<file path="config.mk">
export PLATFORM = sky130hd
export DESIGN_NAME = zeroheti_irq_arbiter
export DESIGN_NICKNAME = d
export VERILOG_FILES = /design/src/rtl/zeroheti_irq_pkg.sv /design/src/rtl/zeroheti_irq_prio_tree.sv /design/src/rtl/zeroheti_irq_arbiter.sv
export SDC_FILE = /design/constraint.sdc
export NUM_CORES = 1
export LEC_CHECK = 0
export BUFFER_PORTS_ARGS = -buffer_cell sky130_fd_sc_hd__buf_2
export CAP_MARGIN = 20
export CORE_UTILIZATION = 30
export DETAILED_ROUTE_END_ITERATION = 12
export HOLD_SLACK_MARGIN = 0.05
export SKIP_LAST_GASP = 1
export SLEW_MARGIN = 40
export SYNTH_ARGS = -nofsm -noshare
export SYNTH_HDL_FRONTEND = slang
export SYNTH_HIERARCHICAL = 1
export SYNTH_SLANG_ARGS = --single-unit
</file>
<file path="constraint.sdc">
create_clock -name clk_i -period 10.21 [get_ports clk_i]
set_input_delay 1.021 -clock clk_i [delete_from_list [all_inputs] [get_ports clk_i]]
set_output_delay 1.021 -clock clk_i [all_outputs]
set_load 0.02 [all_outputs]
</file>
<file path="src/rtl/zeroheti_irq_pkg.sv">
// Shared types and defaults for the zeroheti interrupt arbiter.
package zeroheti_irq_pkg;

  localparam int NumIrqsDefault = 32;
  localparam int PrioWDefault   = 3;

  // Byte layout of a per-source configuration word (write and read).
  typedef struct packed {
    logic [2:0] prio;
    logic [1:0] rsvd;
    logic       ip;
    logic       trig;
    logic       ie;
  } irq_cfg_t;

  typedef enum logic [1:0] {
    IDLE  = 2'd0,
    OFFER = 2'd1,
    GAP   = 2'd2
  } irq_state_e;

endpackage

</file>
<file path="src/rtl/zeroheti_irq_prio_tree.sv">
// Combinational max-priority reduction tree. Ineligible entries enter the
// tree as priority 0; on equal priority the left (lower index) child wins.
module zeroheti_irq_prio_tree #(
  parameter  int NumIrqs = 32,
  parameter  int PrioW   = 3,
  localparam int IdW     = $clog2(NumIrqs)
) (
  input  logic [NumIrqs-1:0]            eligible,
  input  logic [NumIrqs-1:0][PrioW-1:0] prio,
  output logic                          found,
  output logic [IdW-1:0]                id,
  output logic [PrioW-1:0]              max_prio
);

  localparam int NumLeaves = 1 << IdW;
  localparam int NumNodes  = 2 * NumLeaves - 1;

  // Heap-ordered node storage: node n has children 2n+1 (left) and 2n+2.
  logic [PrioW-1:0] node_prio [NumNodes];
  logic [IdW-1:0]   node_id   [NumNodes];

  // Fill leaves, then reduce bottom-up toward the root.
  always_comb begin
    for (int n = 0; n < NumNodes; n++) begin
      node_prio[n] = '0;
      node_id[n]   = '0;
    end
    for (int k = 0; k < NumIrqs; k++) begin
      node_prio[NumLeaves-1+k] = eligible[k] ? prio[k] : '0;
      node_id[NumLeaves-1+k]   = IdW'(k);
    end
    for (int n = NumLeaves - 2; n >= 0; n--) begin
      if (node_prio[2*n+2] > node_prio[2*n+1]) begin
        node_prio[n] = node_prio[2*n+2];
        node_id[n]   = node_id[2*n+2];
      end else begin
        node_prio[n] = node_prio[2*n+1];
        node_id[n]   = node_id[2*n+1];
      end
    end
  end

  assign found    = (node_prio[0] != '0);
  assign id       = node_id[0];
  assign max_prio = node_prio[0];

endmodule

</file>
<file path="src/rtl/zeroheti_irq_arbiter.sv">
// Interrupt arbiter in front of zeroheti_core: pending/enable per source,
// priority selection against the core threshold, valid/ready offer.
// Optional build macro ZEROHETI_IRQ_EDGE_EN adds per-source edge triggering;
// without it every source is level-triggered and trig reads as 0.
//
// state | meaning
// IDLE  | waiting for an eligible source above threshold
// OFFER | id/prio held on the outputs until the core claims
// GAP   | one quiet cycle so the core can raise its threshold
module zeroheti_irq_arbiter
  import zeroheti_irq_pkg::*;
#(
  parameter  int NumIrqs = NumIrqsDefault,
  parameter  int PrioW   = PrioWDefault,
  localparam int IdW     = $clog2(NumIrqs)
) (
  input  logic               clk_i,
  input  logic               rst_i,
  input  logic [NumIrqs-1:0] irq_i,
  input  logic               cfg_we_i,
  input  logic               cfg_re_i,
  input  logic [IdW-1:0]     cfg_addr_i,
  input  logic [7:0]         cfg_wdata_i,
  output logic [7:0]         cfg_rdata_o,
  input  logic [PrioW-1:0]   threshold_i,
  output logic               irq_valid_o,
  output logic [IdW-1:0]     irq_id_o,
  output logic [PrioW-1:0]   irq_prio_o,
  input  logic               irq_ready_i
);

  irq_state_e state_q, state_d;

  logic [NumIrqs-1:0]            ie_q;
  logic [NumIrqs-1:0]            ip_q, ip_d;
  logic [NumIrqs-1:0][PrioW-1:0] prio_q;
  logic [NumIrqs-1:0]            eligible;

  irq_cfg_t wcfg, rcfg;
  logic     addr_ok, wr_en, claim, load_offer, offer_ok;
  logic     win_found;
  logic [IdW-1:0]   win_id;
  logic [PrioW-1:0] win_prio;
  logic     unused_cfg_bits;

  assign wcfg    = irq_cfg_t'(cfg_wdata_i);
  assign addr_ok = (32'(cfg_addr_i) < NumIrqs);
  assign wr_en   = cfg_we_i && addr_ok;
  assign unused_cfg_bits = ^{wcfg.rsvd, wcfg.ip, wcfg.trig};

`ifdef ZEROHETI_IRQ_EDGE_EN
  logic [NumIrqs-1:0] trig_q, trig_next, irq_prev_q;
  logic [NumIrqs-1:0] wr_sel, claim_sel, edge_evt, ip_edge;

  assign wr_sel    = wr_en ? (NumIrqs'(1) << cfg_addr_i) : '0;
  assign claim_sel = claim ? (NumIrqs'(1) << irq_id_o) : '0;
  assign edge_evt  = irq_i & ~irq_prev_q;
  // The trig value after this cycle's write decides how ip evolves.
  assign trig_next = (trig_q & ~wr_sel) | (wr_sel & {NumIrqs{wcfg.trig}});
  // Edge sources: write/claim may clear, a same-cycle edge always wins.
  assign ip_edge   = (((ip_q & ~wr_sel) | (wr_sel & {NumIrqs{wcfg.ip}})) & ~claim_sel)
                     | edge_evt;
  assign ip_d      = (trig_next & ip_edge) | (~trig_next & irq_i);

  // Trigger mode and previous-sample register for the edge detector.
  always_ff @(posedge clk_i) begin
    if (rst_i) begin
      trig_q     <= '0;
      irq_prev_q <= '0;
    end else begin
      trig_q     <= trig_next;
      irq_prev_q <= irq_i;
    end
  end
`else
  assign ip_d = irq_i;
`endif

  // Enable and priority fields written from the config port.
  always_ff @(posedge clk_i) begin
    if (rst_i) begin
      ie_q   <= '0;
      prio_q <= '0;
    end else if (wr_en) begin
      ie_q[cfg_addr_i]   <= wcfg.ie;
      prio_q[cfg_addr_i] <= PrioW'(wcfg.prio);
    end
  end

  // Pending bits.
  always_ff @(posedge clk_i) begin
    if (rst_i) ip_q <= '0;
    else       ip_q <= ip_d;
  end

  // Assemble the read word for the addressed source.
  always_comb begin
    rcfg = '0;
    if (addr_ok) begin
      rcfg.prio = 3'(prio_q[cfg_addr_i]);
      rcfg.ip   = ip_q[cfg_addr_i];
      rcfg.ie   = ie_q[cfg_addr_i];
`ifdef ZEROHETI_IRQ_EDGE_EN
      rcfg.trig = trig_q[cfg_addr_i];
`endif
    end
  end

  // Read data register, updated only on a read strobe.
  always_ff @(posedge clk_i) begin
    if (rst_i)         cfg_rdata_o <= '0;
    else if (cfg_re_i) cfg_rdata_o <= rcfg;
  end

  assign eligible = ip_q & ie_q;

  zeroheti_irq_prio_tree #(
    .NumIrqs (NumIrqs),
    .PrioW   (PrioW)
  ) u_prio_tree (
    .eligible (eligible),
    .prio     (prio_q),
    .found    (win_found),
    .id       (win_id),
    .max_prio (win_prio)
  );

  assign offer_ok = win_found && (win_prio > threshold_i);

  // FSM state register.
  always_ff @(posedge clk_i) begin
    if (rst_i) state_q <= IDLE;
    else       state_q <= state_d;
  end

  // FSM next-state logic.
  always_comb begin
    state_d = state_q;
    case (state_q)
      IDLE:    if (offer_ok) state_d = OFFER;
      OFFER:   if (claim)    state_d = GAP;
      GAP:     state_d = IDLE;
      default: state_d = IDLE;
    endcase
  end

  // FSM outputs and handshake qualifiers.
  always_comb begin
    irq_valid_o = (state_q == OFFER);
    claim       = (state_q == OFFER) && irq_ready_i;
    load_offer  = (state_q == IDLE) && offer_ok;
  end

  // Offered id/prio, frozen from IDLE->OFFER until the next offer.
  always_ff @(posedge clk_i) begin
    if (rst_i) begin
      irq_id_o   <= '0;
      irq_prio_o <= '0;
    end else if (load_offer) begin
      irq_id_o   <= win_id;
      irq_prio_o <= win_prio;
    end
  end

endmodule

</file>
# Word level (Yosys, flattened, before mapping)
# Cells that the tools add are included.
[word_totals]
register_bits = 175
output_inout_bits = 17
[classes]
bitwise_logic = 1
magnitude_cmp = 34
mux = 109
eq_ne = 3
n_reduce_logical = 7
[op_table]
columns = ["operator", "count"]
rows = [
  ["$mux 3", 69],
  ["$bwmux 96", 1],
  ["$gt 3x3->1", 32],
  ["$and 32x32->32", 1],
  ["$bwmux 32", 1],
  ["$mux 2", 10],
  ["$mux 1", 19],
  ["$bmux 3 s5", 1],
  ["$demux 3 s5", 1],
  ["$bmux 1 s5", 2],
  ["$mux 4", 2],
  ["$lt 5x6->1 const B", 1],
  ["$demux 1 s5", 1],
  ["$ge 5x1->1 const B", 1],
  ["$mux 5", 1],
  ["$logic_and 1x1->1", 4],
  ["$pmux 2 s2", 1],
  ["$reduce_bool 3->1", 1],
  ["$eq 2x1->1 const B", 1],
  ["$logic_not 2->1", 1],
  ["$ne 2x1->1 const B", 1],
  ["$ne 2x2->1 const B", 1],
  ["$reduce_and 2->1", 1],
]

# Depth between registers and ports, before layout
[depth]
depth_word = 16
mapped_depth = 46
ltp_nobuf = 42

# Cells and area by module
# The synthesis kept the hierarchy.
[by_module_without_submodules]
columns = ["mod", "cells_each", "seq_area_each_um2", "n_inst", "area_per_inst_um2"]
rows = [
  ["zeroheti_irq_arbiter", 835, 3503.4, 1, 7823.8],
  ["zeroheti_irq_prio_tree", 581, 0.0, 1, 4171.5],
]

# Worst setup path before layout
# Ideal clock, no wire load.
[synth_timing]
kind = "register to register"
from = "register ip_q[31]"
to = "register irq_id_o[4]"
setup_ns = 0.128
period_less_slack_ns = 7.723
stages_incl_launch_ff = 44
n_path_buf = 2
arrival_time_ns = 7.596
path_slack_ns = 2.487
required_ns = 10.082
path_cell_list = "dfxtp_1 > and2_1 > nand2_1 > inv_1 > ha_1 > nor2b_1 > or3_4 > and3_1 > or2_2 > ha_1 > nor2b_1 > o21ai_1 > a32oi_2 > mux2_2 > ha_1 > nor2b_1 > o21ai_0 > a32oi_2 > [... 8 more ...] > mux2i_4 > inv_1 > ha_1 > a21o_1 > a21oi_1 > a31oi_1 > clkbuf_1 > nor2_1 > nand2_1 > o211ai_2 > inv_1 > ha_1 > nand3_1 > nand3_1 > a21oi_1 > buf_2 > mux2i_1 > nor2_1"
[synth_via]
elab_cells_between_ends = 17
cone_classes = "order compare: 6; mux: 7; bitwise: 1; reduce/logical: 3"
[synth_lines]
columns = ["element", "line_no", "text"]
rows = [
  ["from (decl)", "zeroheti_irq_arbiter.sv:35", "logic [NumIrqs-1:0] ip_q, ip_d;"],
  ["from (signal assigned)", "zeroheti_irq_arbiter.sv:93", "else ip_q <= ip_d;"],
  ["$and 32x32->32 *", "zeroheti_irq_arbiter.sv:115", "assign eligible = ip_q & ie_q;"],
  ["net eligible[31]", "zeroheti_irq_arbiter.sv:37", "logic [NumIrqs-1:0] eligible;"],
  ["$mux 3 *", "zeroheti_irq_prio_tree.sv:29", "node_prio[NumLeaves-1+k] = eligible[k] ? prio[k] : '0;"],
  ["$gt 3x3->1", "zeroheti_irq_prio_tree.sv:33", "if (node_prio[2*n+2] > node_prio[2*n+1]) begin"],
  ["$mux 3 *", "zeroheti_irq_prio_tree.sv:33", ""],
  ["$gt 3x3->1", "zeroheti_irq_prio_tree.sv:33", ""],
  ["$mux 3 *", "zeroheti_irq_prio_tree.sv:33", ""],
  ["$gt 3x3->1", "zeroheti_irq_prio_tree.sv:33", ""],
  ["$mux 3 *", "zeroheti_irq_prio_tree.sv:33", ""],
  ["$gt 3x3->1", "zeroheti_irq_prio_tree.sv:33", ""],
  ["$mux 3 *", "zeroheti_irq_prio_tree.sv:33", ""],
  ["$gt 3x3->1 *", "zeroheti_irq_prio_tree.sv:33", ""],
  ["$mux 5 *", "zeroheti_irq_prio_tree.sv:33", ""],
  ["net win_id[4]", "zeroheti_irq_arbiter.sv:42", "logic [IdW-1:0] win_id;"],
  ["to (signal assigned)", "zeroheti_irq_arbiter.sv:160", "irq_id_o <= win_id;"],
  ["to (decl)", "zeroheti_irq_arbiter.sv:27", "output logic [IdW-1:0] irq_id_o,"],
]
# The timed path passes the listed nets; every way through them passes the cells marked *.
# A chain may end at the register's enable or synchronous reset.

# Worst setup path after layout
[layout_timing]
from = "register ip_q[21]"
to = "register irq_id_o[2]"
[layout_via]
elab_chain_len = 15
elab_cells_between_ends = 19
cone_classes = "order compare: 6; mux: 9; bitwise: 1; reduce/logical: 3"
[layout_rtl]
columns = ["element", "line_no", "text"]
rows = [
  ["$and 32x32->32 *", "zeroheti_irq_arbiter.sv:115", ""],
  ["net eligible[21]", "zeroheti_irq_arbiter.sv:37", ""],
  ["$mux 3 *", "zeroheti_irq_prio_tree.sv:29", ""],
  ["$gt 3x3->1", "zeroheti_irq_prio_tree.sv:33", ""],
  ["$mux 3 *", "zeroheti_irq_prio_tree.sv:33", ""],
  ["$gt 3x3->1", "zeroheti_irq_prio_tree.sv:33", ""],
  ["$mux 3 *", "zeroheti_irq_prio_tree.sv:33", ""],
  ["$gt 3x3->1", "zeroheti_irq_prio_tree.sv:33", ""],
  ["$mux 3 *", "zeroheti_irq_prio_tree.sv:33", ""],
  ["$gt 3x3->1", "zeroheti_irq_prio_tree.sv:33", ""],
  ["$mux 3 *", "zeroheti_irq_prio_tree.sv:33", ""],
  ["$gt 3x3->1", "zeroheti_irq_prio_tree.sv:33", ""],
  ["$mux 3 *", "zeroheti_irq_prio_tree.sv:33", ""],
  ["net win_prio[2]", "zeroheti_irq_arbiter.sv:43", "logic [PrioW-1:0] win_prio;"],
  ["$gt 3x3->1 / $reduce_bool 3->1 (equally long branches)", "zeroheti_irq_arbiter.sv:128, zeroheti_irq_prio_tree.sv:43", ""],
  ["$logic_and 1x1->1 *", "zeroheti_irq_arbiter.sv:128", "assign offer_ok = win_found && (win_prio > threshold_i);"],
  ["$logic_and 1x1->1 *", "zeroheti_irq_arbiter.sv:151", "load_offer = (state_q == IDLE) && offer_ok;"],
]
# Marked as above.

==> results by stage <==
Run status:
- The flow ran to the end, and the final reports show no timing, DRC or antenna violations.

STA:
- The slew at the pin with the worst max-slew slack is 884 ps.
- The worst slew slack as a fraction of its limit is 41.1%.
- Final hold analysis gives a worst-case slack of 474 ps.
- In the final timing run, aggregate negative setup slack is 0 ps.
- The hold violation total from the final report is 0.
- For this run, the top clock speed supported by timing is 0.110 GHz.
- The final critical path time including I/O delays and setup is 9070 ps.
- The max-slew violation count is 0.
- The fraction of the cycle the final worst path needs is 88.9%.
- The setup violation total in the final timing report is 0.
- Setup repair after global routing left no endpoint under its margin.
- The clock tree skew after final layout is 14.8 ps.

Clocking:
- The clock tree synthesis step divided the H-tree into 4 levels.
- The clock drives 175 sinks.
- The clock latency on the worst-skew pair is 440 ps.
- The clock slew seen by the registers of the worst setup and hold paths is 70 ps.
- After clock tree synthesis, the flow added hold-fix buffers numbering 0.
- The TritonCTS clock tree is built.
- In this run the deepest clock path goes through 2 buffers.
- Buffers inserted during clock tree synthesis total 17.
- The total of cells resized after clock tree synthesis is 0.
- Post-CTS timing repair inserted 0 buffers for setup.
- The root buffer cell chosen for the clock tree is sky130_fd_sc_hd__clkbuf_16.

Synthesis:
- The share of flip-flops with an asynchronous set or reset is 0%.
- Yosys mapped a number of flops with a built-in enable equal to 0.
- In the synthesized netlist the dominant register cell turns out to be sky130_fd_sc_hd__dfxtp_1.
- Sequential cells were found to cover 29.2% of the synthesized design area.
- During synthesis, Yosys emitted a total of 6 warnings.
- The post-synthesis instance total is 1416.
- The largest total area in the synthesized netlist belongs to sky130_fd_sc_hd__dfxtp_1.
- Synthesis inferred 175 register bits.
- Yosys mapped the design onto 56 distinct sky130hd cell types.
- In this run the cell area of the synthesized design comes to 12000 sq um.
- The average cell area after synthesis is 8.47 sq um.
- By area the synthesized netlist is led by sky130_fd_sc_hd__dfxtp_1 29%, sky130_fd_sc_hd__mux2i_1 11%, sky130_fd_sc_hd__ha_1 10%.
- Of the post-synthesis cell area, the dominant cell type holds 29.2%.

Finish:
- 0 antenna diodes ended up in the layout.
- The multi-input combinational cells in the finished layout cover a total of 7700 sq um.
- The area of all sequential standard cells is 3500 sq um.
- The fraction of the core area covered by cells at the end of the flow is 33.9%.
- The number of nets in the finished design is 1583.
- The total of fill cells in the finished design is 4028.
- The count of cells in the finished layout, fillers not included, comes to 1965.
- Compared with the post-synthesis result, the final layout area differs by 10.4%.
- The layout cell share with drive strength beyond 1 is 13.3%.

Placed design:
- The wire-length estimate of the detail-placed layout is 24500 microns.
- Once placement completed, the tool counted placed cells totaling 1932.
- In this run the tool buffered the top-level ports with 62 buffer cells.
- Routability-driven placement finished with a final weighted congestion of 0.847.

Job:
- The number of max-capacitance violations reported is 0.

Worst setup path:
- On the worst path, the slowest cell contributes a delay of 560 ps.
- The worst-path cell with the longest stage delay is sky130_fd_sc_hd__a32oi_1.
- The endpoint class of the critical path is a register.
- The critical path is of the register to register type.
- In this run the critical register-to-register path is captured at irq_id_o[2]$_SDFFE_PP0P_.
- At the worst endpoint, the required time is 10500 ps.
- The worst register-to-register path begins at ip_q[21]$_SDFF_PP0_.
- The arrival time reported for the critical path endpoint is 9370 ps.
- The source of the critical timing path is ip_q[21]$_SDFF_PP0_.
- For flop-to-flop paths, the worst setup slack is 1140 ps.
- Along the worst path, the maximum fanout reaches 8.
- The worst register-to-register path has a depth of 42.
- The cell type with the highest occurrence count on the critical path is sky130_fd_sc_hd__inv_1.
- The kind of launch point of the worst setup path is a register.

Global routing:
- The maximum number of pins on one net before global-route repair is 96.
- The first global-routing pass estimated 52600 microns of wire.
- The initial antenna violation count is 0.
- The overall routing resource usage is 16.3%.
- The number of global-route vias before repair came to 9889.
- Summed over all layers, the global routing overflow is 0.

Min path:
- In this run the most critical hold path is launched from prio_q[25]$_SDFFE_PP0P_.
- Along the worst hold path, the cell count comes to 2.
- The class of the most critical hold timing path is register to register.
- For hold timing, the worst endpoint is prio_q[25]$_SDFFE_PP0P_.

Die:
- The standard cell core area is 39000 sq um.
- The die footprint is 40800 sq um.
- From bottom edge to top edge, the die measures 202 microns.
- The count of standard-cell rows is 72.
- The effective utilization at floorplan is 30.8%.
- 70 I/O pins were placed.
- The horizontal extent of the die is 202 microns.

Routing:
- The DRC violation count after routing is 0.
- Once detail routing completed, the nets flagged for antenna violations numbered 0.
- Wires add up to 33200 microns.
- The total iterations of the first detailed-routing run is 5.
- The detailed router placed 10100 vias in this run.
- After detailed routing, the average wire length per cell comes to 16.9 microns.
- The DRC marker count from the first detailed-route iteration is 732.
- Dividing the detail-routed via count by the number of cells gives 5.15.

Power:
- The static power due to leakage is 5.14 nW.
- The power density of the placed cells is 109 nW/um^2.
- The design draws 1.44 mW.
- Across the VDD grid, the largest voltage drop is 0.0000813 V.
==> cells by family after synthesis <==
family / Yosys count / synth area share [%]
simple gates: 495 / 20.0
flops: 175 / 29.2
buf+inv: 183 / 6.62
mux: 191 / 20.1
compound gates: 275 / 14.0
fa+ha+maj: 96 / 10.0
other cells: 1 / 0.0313
==> per-layer routing <==
metal  routed length [microns]  up-vias  GRT usage (%)
met5                         0        -              0
met4                       680        0           5.09
met3                      2130       38           2.85
met2                     15300      309           26.8
met1                     15100     4819           21.7
li1                          -     4946              -
==> metrics by stage <==
stage / worst slack (ps) / area [sq um]
global route: 206 / 13200
global placement: 1310 / 12600
CTS: 1090 / 13200
floorplan: 2490 / 12000
detailed placement: 1140 / 12600
finish: 1140 / 13200
==> sequential cells by signal (all words and copies together), names as in the netlist <==
| signal | flops |
|---|---|
| ie_q | 32 |
| irq_id_o | 5 |
| ip_q | 32 |
| prio_q | 96 |
| irq_prio_o | 3 |
| cfg_rdata_o | 5 |
| state_q | 2 |
==> critical path: cells and delay by family (launching register included) <==
family / cells / cell delay, ps
AOI/OAI and AO/OA: 12 / 2520
adders and majority gates: 6 / 1850
muxes: 5 / 1710
and+or+nand+nor: 11 / 1530
buffers and inverters: 8 / 1020
DFF: 1 / 310
==> where the power goes <==
part	internal (mW)	switching [mW]
Clock	0.321	0.315
Combinational	0.0345	0.0689
Sequential	0.694	0.00974
Total	1.05	0.394
==> cell usage after synthesis (8+ instances only) <==
master and number:
sky130_fd_sc_hd__a32oi_1 10, sky130_fd_sc_hd__and3_1 17, sky130_fd_sc_hd__nor2_1 82, sky130_fd_sc_hd__mux2_2 15, sky130_fd_sc_hd__clkbuf_1 51, sky130_fd_sc_hd__buf_2 9
sky130_fd_sc_hd__ha_1 96, sky130_fd_sc_hd__o21ai_1 10, sky130_fd_sc_hd__a21oi_2 13, sky130_fd_sc_hd__nor2b_1 51, sky130_fd_sc_hd__o21ai_0 77, sky130_fd_sc_hd__buf_4 8
sky130_fd_sc_hd__nand2_1 226, sky130_fd_sc_hd__inv_1 109, sky130_fd_sc_hd__mux4_2 26, sky130_fd_sc_hd__and2_1 37, sky130_fd_sc_hd__mux2i_1 137, sky130_fd_sc_hd__a21oi_1 117
sky130_fd_sc_hd__nand3_1 35, sky130_fd_sc_hd__dfxtp_1 175, sky130_fd_sc_hd__nand3b_1 21
==> cell usage in the layout (no fill, tap or decap), drive strengths merged, types with 15 or more instances in the layout <==
| cell | Yosys | routed |
|---|---|---|
| a21oi | 132 | 132 |
| and2 | 37 | 37 |
| and3 | 18 | 18 |
| buf | 23 | 71 |
| clkbuf | 51 | 18 |
| dfxtp | 175 | 175 |
| ha | 96 | 96 |
| inv | 109 | 113 |
| mux2 | 15 | 15 |
| mux2i | 144 | 144 |
| mux4 | 32 | 32 |
| nand2 | 226 | 226 |
| nand3 | 35 | 35 |
| nand3b | 23 | 23 |
| nor2 | 88 | 88 |
| nor2b | 51 | 51 |
| o21ai | 87 | 87 |
==> cell type report <==
type                    count  area share (%)
clock inverters            14            1.01
flip-flops and latches    175            26.5
well taps                 518            4.89
repair buffers             71            3.12
inverters                 109            3.09
clock buffers              18            3.24
multi-input cells        1060            58.2
==> worst max path at each step <==
stage,endpoint,slack (ps),depth (start not counted)
6_report,irq_id_o[2]$_SDFFE_PP0P_,1140,42
5_1_grt,irq_id_o[3]$_SDFFE_PP0P_,210,41
4_1_cts,irq_id_o[2]$_SDFFE_PP0P_,1090,42
3_5_place_dp,irq_id_o[1]$_SDFFE_PP0P_,1140,42
3_3_place_gp,irq_id_o[4]$_SDFFE_PP0P_,1310,42
2_1_floorplan,irq_id_o[4]$_SDFFE_PP0P_,2490,43
Note: power is estimated with default switching activity, not from simulation.
